## config.mk

```make
export PLATFORM = sky130hd
export DESIGN_NAME = ht_cmd_arbiter
export DESIGN_NICKNAME = d
export VERILOG_FILES = /design/src/rtl/hash_table_pkg.sv /design/src/rtl/ht_tag_fifo.sv /design/src/rtl/ht_cmd_arbiter.sv
export SDC_FILE = /design/constraint.sdc
export NUM_CORES = 1
export LEC_CHECK = 0
export CORE_AREA = 2 2 216 218
export CTS_CLUSTER_DIAMETER = 40
export CTS_CLUSTER_SIZE = 8
export DETAILED_ROUTE_END_ITERATION = 8
export DIE_AREA = 0 0 218 220
export PLACE_DENSITY = 0.44
export SLEW_MARGIN = 30
export SYNTH_ARGS = -nofsm -noshare
export SYNTH_HDL_FRONTEND = slang
export SYNTH_SLANG_ARGS = --single-unit
```

## constraint.sdc

```tcl
create_clock -name clk_i -period 5.1 [get_ports clk_i]
set_input_delay 1.02 -clock clk_i [delete_from_list [all_inputs] [get_ports clk_i]]
set_output_delay 1.02 -clock clk_i [all_outputs]
set_load 0.05 [all_outputs]
```

## src/rtl/hash_table_pkg.sv

```systemverilog
// Shared hash table command/result types plus the
// arbiter state encoding and round-robin pick helper.
package hash_table;

   localparam int HT_KEY_W = 16;
   localparam int HT_VAL_W = 32;

   typedef enum logic [1:0] {
      OP_SEARCH = 2'd0,
      OP_INSERT = 2'd1,
      OP_DELETE = 2'd2,
      OP_INIT   = 2'd3
   } ht_opcode_t;

   typedef enum logic [3:0] {
      RC_FOUND          = 4'd0,
      RC_NOT_FOUND      = 4'd1,
      RC_INSERT_SUCCESS = 4'd2,
      RC_DUPLICATE      = 4'd3,
      RC_TABLE_FULL     = 4'd4,
      RC_DELETE_SUCCESS = 4'd5,
      INIT_SUCCESS      = 4'd6
   } ht_rcode_t;

   typedef struct packed {
      ht_opcode_t          opcode;
      logic [HT_KEY_W-1:0] key;
      logic [HT_VAL_W-1:0] value;
   } ht_command_t;

   typedef struct packed {
      ht_opcode_t          opcode;
      ht_rcode_t           rcode;
      logic [HT_KEY_W-1:0] key;
      logic [HT_VAL_W-1:0] value;
      logic [HT_VAL_W-1:0] prev_value;
      logic [15:0]         bucket;
      logic [7:0]          probes;
      logic [15:0]         free_cnt;
      logic [11:0]         ptr;
   } ht_result_t;

   localparam int HT_CMD_W = $bits(ht_command_t);
   localparam int HT_RES_W = $bits(ht_result_t);

   typedef enum logic [1:0] {
      ARB,
      DRAIN,
      INIT_ISSUE,
      INIT_WAIT
   } ht_arb_state_t;

   localparam int RR_MAX  = 8;
   localparam int RR_ID_W = 3;

   typedef struct packed {
      logic               found;
      logic [RR_ID_W-1:0] id;
   } rr_pick_t;

   // First set bit of valid[num-1:0] scanning upward from ptr, wrapping.
   function automatic rr_pick_t rr_pick(
      input logic [RR_MAX-1:0]  valid,
      input logic [RR_ID_W-1:0] ptr,
      input int                 num
   );
      rr_pick_t r;
      int       idx;
      r = '0;
      for (int i = 0; i < RR_MAX; i++) begin
         idx = int'(ptr) + i;
         if (idx >= num) idx = idx - num;
         if (!r.found && i < num && valid[RR_ID_W'(idx)]) begin
            r.found = 1'b1;
            r.id    = RR_ID_W'(idx);
         end
      end
      return r;
   endfunction

endpackage

```

## src/rtl/ht_tag_fifo.sv

```systemverilog
// In-order tag FIFO with first-word-fall-through head.
// Pointers carry a wrap bit to tell full from empty.
module ht_tag_fifo #(
   parameter int DEPTH = 16,
   parameter int WIDTH = 2
) (
   input  logic             clk_i,
   input  logic             rst_i,
   input  logic             push_i,
   input  logic [WIDTH-1:0] data_i,
   input  logic             pop_i,
   output logic [WIDTH-1:0] data_o,
   output logic             full_o,
   output logic             empty_o
);

   localparam int AW = $clog2(DEPTH);

   logic [WIDTH-1:0] mem [DEPTH];
   logic [AW:0]      wr_q;
   logic [AW:0]      rd_q;
   logic             do_push;
   logic             do_pop;

   assign do_push = push_i && !full_o;
   assign do_pop  = pop_i && !empty_o;
   assign empty_o = (wr_q == rd_q);
   assign full_o  = (wr_q[AW] != rd_q[AW]) &&
                    (wr_q[AW-1:0] == rd_q[AW-1:0]);
   assign data_o  = mem[rd_q[AW-1:0]];

   // Pointer advance; reset empties the queue.
   always_ff @(posedge clk_i) begin
      if (rst_i) begin
         wr_q <= '0;
         rd_q <= '0;
      end else begin
         if (do_push) wr_q <= wr_q + (AW+1)'(1);
         if (do_pop)  rd_q <= rd_q + (AW+1)'(1);
      end
   end

   // Storage write; contents are don't-care while empty.
   always_ff @(posedge clk_i) begin
      if (do_push) mem[wr_q[AW-1:0]] <= data_i;
   end

endmodule

```

## src/rtl/ht_cmd_arbiter.sv

```systemverilog
// Round-robin command arbiter in front of one hash table,
// with in-order result steering and serialised OP_INIT.
module ht_cmd_arbiter
   import hash_table::*;
#(
   parameter int NUM_REQ         = 4,
   parameter int MAX_OUTSTANDING = 16,
   parameter int REQ_ID_WIDTH    = $clog2(NUM_REQ)
) (
   input  logic                         clk_i,
   input  logic                         rst_i,
   input  logic [NUM_REQ*HT_CMD_W-1:0]  req_cmd_i,
   input  logic [NUM_REQ-1:0]           req_valid_i,
   output logic [NUM_REQ-1:0]           req_ready_o,
   output logic [HT_CMD_W-1:0]          ht_cmd_o,
   output logic                         ht_cmd_valid_o,
   input  logic                         ht_cmd_ready_i,
   input  logic [HT_RES_W-1:0]          ht_res_i,
   input  logic                         ht_res_valid_i,
   output logic                         ht_res_ready_o,
   output logic [HT_RES_W-1:0]          res_o,
   output logic [NUM_REQ-1:0]           res_valid_o,
   input  logic [NUM_REQ-1:0]           res_ready_i,
   output logic                         orphan_err_o
);

   localparam int CNT_W = $clog2(MAX_OUTSTANDING) + 1;

   ht_arb_state_t           state_q;
   ht_arb_state_t           state_d;
   logic [REQ_ID_WIDTH-1:0] rr_q;
   logic [REQ_ID_WIDTH-1:0] init_id_q;
   logic [REQ_ID_WIDTH-1:0] init_id_d;
   logic [CNT_W-1:0]        outstanding_q;
   logic [HT_CMD_W-1:0]     cmd_q;
   logic                    cmd_valid_q;
   logic                    orphan_q;

   rr_pick_t                pick;
   logic [REQ_ID_WIDTH-1:0] win_id;
   logic [REQ_ID_WIDTH-1:0] grant_id;
   ht_command_t             win_cmd;
   logic [HT_CMD_W-1:0]     grant_cmd;
   logic                    slot_free;
   logic                    can_grant;
   logic                    grant;
   logic                    tag_full;
   logic                    tag_empty;
   logic [REQ_ID_WIDTH-1:0] tag_head;
   logic                    res_hs;

   assign pick = rr_pick(RR_MAX'(req_valid_i),
                         RR_ID_W'(rr_q), NUM_REQ);
   assign win_id  = REQ_ID_WIDTH'(pick.id);
   assign win_cmd = ht_command_t'(
      req_cmd_i[win_id*HT_CMD_W +: HT_CMD_W]);
   assign grant_cmd =
      req_cmd_i[grant_id*HT_CMD_W +: HT_CMD_W];

   assign slot_free = !cmd_valid_q || ht_cmd_ready_i;
   assign can_grant = slot_free && !tag_full;

   // An empty tag FIFO means the result is an orphan: swallow it.
   assign ht_res_ready_o = tag_empty ? ht_res_valid_i
                                     : res_ready_i[tag_head];
   assign res_hs  = ht_res_valid_i && ht_res_ready_o && !tag_empty;
   assign res_o   = ht_res_i;

   assign ht_cmd_o       = cmd_q;
   assign ht_cmd_valid_o = cmd_valid_q;
   assign orphan_err_o   = orphan_q;

   ht_tag_fifo #(
      .DEPTH (MAX_OUTSTANDING),
      .WIDTH (REQ_ID_WIDTH)
   ) u_tag_fifo (
      .clk_i   (clk_i),
      .rst_i   (rst_i),
      .push_i  (grant),
      .data_i  (grant_id),
      .pop_i   (res_hs),
      .data_o  (tag_head),
      .full_o  (tag_full),
      .empty_o (tag_empty)
   );

   // Next state and grant decision; INIT is held back until drained.
   always_comb begin
      state_d   = state_q;
      init_id_d = init_id_q;
      grant     = 1'b0;
      grant_id  = win_id;
      unique case (state_q)
         ARB: begin
            if (can_grant && pick.found) begin
               if (win_cmd.opcode == OP_INIT) begin
                  init_id_d = win_id;
                  state_d   = DRAIN;
               end else begin
                  grant = 1'b1;
               end
            end
         end
         DRAIN: begin
            if (outstanding_q == '0 && !cmd_valid_q)
               state_d = INIT_ISSUE;
         end
         INIT_ISSUE: begin
            grant_id = init_id_q;
            if (!req_valid_i[init_id_q]) begin
               state_d = ARB;
            end else if (can_grant) begin
               grant   = 1'b1;
               state_d = INIT_WAIT;
            end
         end
         INIT_WAIT: begin
            if (res_hs) state_d = ARB;
         end
         default: state_d = ARB;
      endcase
   end

   // One-hot ready for the granted requester only.
   always_comb begin
      req_ready_o = '0;
      if (grant) req_ready_o[grant_id] = 1'b1;
   end

   // Result valid is steered to the owner at the tag head.
   always_comb begin
      res_valid_o = '0;
      if (ht_res_valid_i && !tag_empty)
         res_valid_o[tag_head] = 1'b1;
   end

   // FSM, latched INIT owner and round-robin pointer.
   always_ff @(posedge clk_i) begin
      if (rst_i) begin
         state_q   <= ARB;
         init_id_q <= '0;
         rr_q      <= '0;
      end else begin
         state_q   <= state_d;
         init_id_q <= init_id_d;
         if (grant) begin
            if (grant_id == REQ_ID_WIDTH'(NUM_REQ - 1))
               rr_q <= '0;
            else
               rr_q <= grant_id + REQ_ID_WIDTH'(1);
         end
      end
   end

   // Registered output slot toward the hash table.
   always_ff @(posedge clk_i) begin
      if (rst_i) begin
         cmd_q       <= '0;
         cmd_valid_q <= 1'b0;
      end else if (grant) begin
         cmd_q       <= grant_cmd;
         cmd_valid_q <= 1'b1;
      end else if (ht_cmd_ready_i) begin
         cmd_valid_q <= 1'b0;
      end
   end

   // In-flight count and sticky orphan flag.
   always_ff @(posedge clk_i) begin
      if (rst_i) begin
         outstanding_q <= '0;
         orphan_q      <= 1'b0;
      end else begin
         if (grant && !res_hs)
            outstanding_q <= outstanding_q + CNT_W'(1);
         else if (!grant && res_hs)
            outstanding_q <= outstanding_q - CNT_W'(1);
         if (ht_res_valid_i && tag_empty)
            orphan_q <= 1'b1;
      end
   end

endmodule

```

==> impl_metrics.py, run 1 <==
metrics = {
    "clocking": {
        "cts_hold_buffers": 0,
        "numClockSinks": 109,
        "clk_latency_ns": 0.38,
        "cts_tree": "done",
        "h-tree-depth": 3,
        "cts_root_buf": "clkbuf_16",
        "clk_pin_slew_ns": 0.09,
        "clockBufferDepth": 2,
        "cts_buffers": 9,
    },
    "timing": {
        "fmax_mhz": 204.1,
        "fin_crit_sh": 0.9609,
        "worst_pin_slew_ns": 0.9129,
        "finalHoldViolCount": 0,
        "rsz0062_at_grt": "no",
        "finalSetupTns_ns": 0,
        "fin_crit_ns": 4.901,
        "setup_violations": 0,
        "worst_clock_skew_ns": 0.01427,
        "report.final.slew_viol_count": 0,
        "slew-limit-headroom": 0.3914,
    },
    "floorplan": {
        "start_util": 0.1545,
        "io-pin-count": 549,
        "die_h_um": 220,
        "rows": 79,
        "core-area_sq_mm": 0.04586,
        "die_w_um": 218,
        "dieArea_sq_mm": 0.04796,
    },
    "critical_path": {
        "path_common_cell": "mux2i_1",
        "cp-startpoint": "req_valid_i[3]",
        "worstSetupPathType": "input port to output pin",
        "path_cells": "clkdlybuf4s50_1 > mux2i_1 > mux2_2 > a311oi_2 > mux2i_1 > mux2i_1 > a21oi_2 > buf_4 > nor2b_1 > buf_4",
        "cp-end-kind": "output pin",
        "max_stage_delay_ns": 0.70,
        "rr_startpoint": "rr_q[0]",
        "ff2ff_setup_slack_ns": 0.53,
        "r2r-end": "outstanding_q[4]",
        "cp.required_ns": 4.08,
        "crit_slowest_cell": "clkdlybuf4s50_1",
        "cp.arrival_ns": 3.88,
        "start_kind": "input port",
        "reg2reg_depth": 17,
        "crit_fanout": 12,
    },
    "logic_synthesis": {
        "yosysTopAreaCell": "dfxtp_1",
        "synth_top_family_by_area": "multiplexers",
        "synth_area_leaders": "dfxtp_1 22%, mux4_2 21%, buf_4 15%, edfxtp_1 14%, a22o_1 6.2%",
        "synthArstFlopShare": 0,
        "synth_compound_area_frac": 0.1061,
        "synthXorXnorAreaFrac": 0.01606,
        "seq_area_frac_synth": 0.3530,
        "synth_most_common_cell": "buf_4",
        "synthesis.nets": 968,
        "yosys_warnings": 0,
        "netlist_instances": 602,
        "synth_edf_count": 32,
        "ys.flop_type": "dfxtp_1",
        "avgSynthCellArea_sq_um": 11.77,
        "synth.mux.area_fraction": 0.2341,
        "synth_top_area_share": 0.2175,
        "ys_types": 53,
        "synthSimpleGateAreaFrac": 0.07343,
        "synth_area_sq_mm": 0.007088,
        "synth-seq-cells": 109,
        "synthAdderAreaFrac": 0.02930,
        "synth_common_cells": "138 x buf_4, 77 x dfxtp_1, 65 x mux4_2, 50 x a22o_1, 32 x edfxtp_1",
    },
    "routing": {
        "routed_wl_mm": 25.16,
        "ant_nets": 0,
        "wire_per_inst_um": 18.85,
        "drc_errors": 0,
        "vias": 5196,
        "via_per_inst": 3.892,
        "first_pass_iters": 6,
        "drtIter0Drc": 157,
    },
    "placed_design": {
        "dpl-instance-area_sq_mm": 0.009427,
        "io_buffers": 272,
        "dp_hpwl_mm": 19.96,
        "place_congestion": 0.7624,
    },
    "worst_hold_path": {
        "min_to": "ht_cmd_o[8]",
        "min_from": "ht_cmd_o[8]",
        "hold_class": "register to register",
        "whs_path_depth": 1,
    },
    "layout": {
        "fin_area_sq_mm": 0.009742,
        "filler_cell_count": 4963,
        "synthToLayoutAreaGrowth_pct": 37.44,
        "nNetsFinal": 1089,
        "antennaDiodeCount": 0,
        "drive_gt1_frac": 0.1621,
    },
    "pwr": {
        "power.density_mw_per_mm2": 554.7,
        "p_leak_nw": 3.381,
        "ir_worst_vdd_mv": 0.2890,
    },
    "global_route": {
        "gr-usage-all-layers": 0.1030,
        "grt_max_degree": 51,
        "overflow": 0,
        "grt_pass1_wl_mm": 35.71,
        "antenna_found_initial": 2,
        "grt_pass1_vias": 5508,
    },
    "run_status": {
        "status": "finished, final reports clean",
    },
    "run": {
        "maxCapViolCount": 0,
    },
}
-- metrics by stage --
step                hold slack [ns]  utilization  setup WS, ns  total power, W  instances
floorplan                    0.4585            -        0.4809        0.004032        602
global placement             0.4499       0.2055        0.1273        0.004717       1319
detailed placement           0.4643       0.2055      -0.02985        0.004736       1319
CTS                          0.4865       0.2124       0.06855        0.005546       1335
global route                 0.5017       0.2124       0.02962        0.005752       1335
finish                       0.4864       0.2124        0.1994        0.005404       1335
-- worst max-delay path by stage --
stage                        to  slack [ns]  cells after the start
3_3_place_gp   outstanding_q[4]        0.13                     16
3_5_place_dp   outstanding_q[4]       -0.03                     16
5_1_grt          req_ready_o[0]        0.03                     10
2_1_floorplan    req_ready_o[0]        0.48                     11
4_1_cts          req_ready_o[2]        0.07                     11
6_report         req_ready_o[2]        0.20                     10
-- placed cells by master (no fill, tap or decap), types with 4 or more instances in the layout --
cell type          n
clkdlybuf4s50_1  268
dfxtp_1           76
mux4_2            65
a22o_1            50
edfxtp_1          32
nor2_1            22
buf_4             16
ha_1              15
a21oi_1           14
nor3b_1           14
inv_1             13
nand2_1           13
xor2_1            10
nand3_1           10
mux2i_1            9
o21ai_0            9
clkbuf_16          9
mux2_2             8
nand2b_1           7
nor3_1             6
nor2b_1            6
nor4b_1            4
-- report_power, final --
group / internal [W] / switching [W]
clock: 0.000356 / 0.000412
combinational: 0.00149 / 0.00182
sequential: 0.00115 / 0.000167
-- kinds of logic after synthesis --
logic type / Yosys count
buffers and inverters: 189
flip-flops: 109
adder cells (fa/ha/maj): 16
AND/OR/NAND/NOR: 95
multiplexers: 83
XOR/XNOR: 13
AO/OA/AOI/OAI: 97
-- layout make-up --
class	count	area [sq um]	share of cell area
clock buffers	9	225.2	0.02312
repair buffers	285	2823	0.2898
multi-input cells	304	3289	0.3377
well taps	607	759.5	0.07796
flip-flops and latches	109	2504	0.2570
clock inverters	7	88.84	0.009119
inverters	14	52.55	0.005394
-- flip-flops by register name, indices dropped and copies added (netlist names), named ones only --
name / flops
state_q: 2
rr_q: 2
u_tag_fifo.rd_q: 5
u_tag_fifo.mem: 32
init_id_q: 2
ht_cmd_o: 50
orphan_err_o: 1
u_tag_fifo.wr_q: 5
outstanding_q: 5
ht_cmd_valid_o: 1
-- routing by layer --
metal  up-vias  routed length [um]  track usage
met1      2498                9736       0.1132
li1       2356                   -            -
met4         2                 429      0.03605
met5         -                  45     0.007292
met3        26                2723      0.05204
met2       314               12230       0.1705
-- what timing repair did --
action | in CTS | in global routing
hold endpoints to repair | 0 | 0
resized for setup | 0 | 1
setup buffers | 0 | 0
setup endpoints to repair | 0 | 5
-- critical path: cells and delay by family --
kind,cells,cell delay (ns)
AOI/OAI and AO/OA,2,0.78
muxes,4,0.92
and+or+nand+nor,1,0.05
buffers and inverters,3,1.09
Note: power is estimated with default switching activity, not from simulation.
==> inputs of run 2 (changes only) <==
--- a/config.mk
+++ b/config.mk
@@ -15,3 +15,4 @@
 export SYNTH_ARGS = -nofsm -noshare
 export SYNTH_HDL_FRONTEND = slang
 export SYNTH_SLANG_ARGS = --single-unit
+export TNS_END_PERCENT = 20
==> results of run 2 <==
Same layout as run 1: the final DEF is identical, and so are final timing and power.
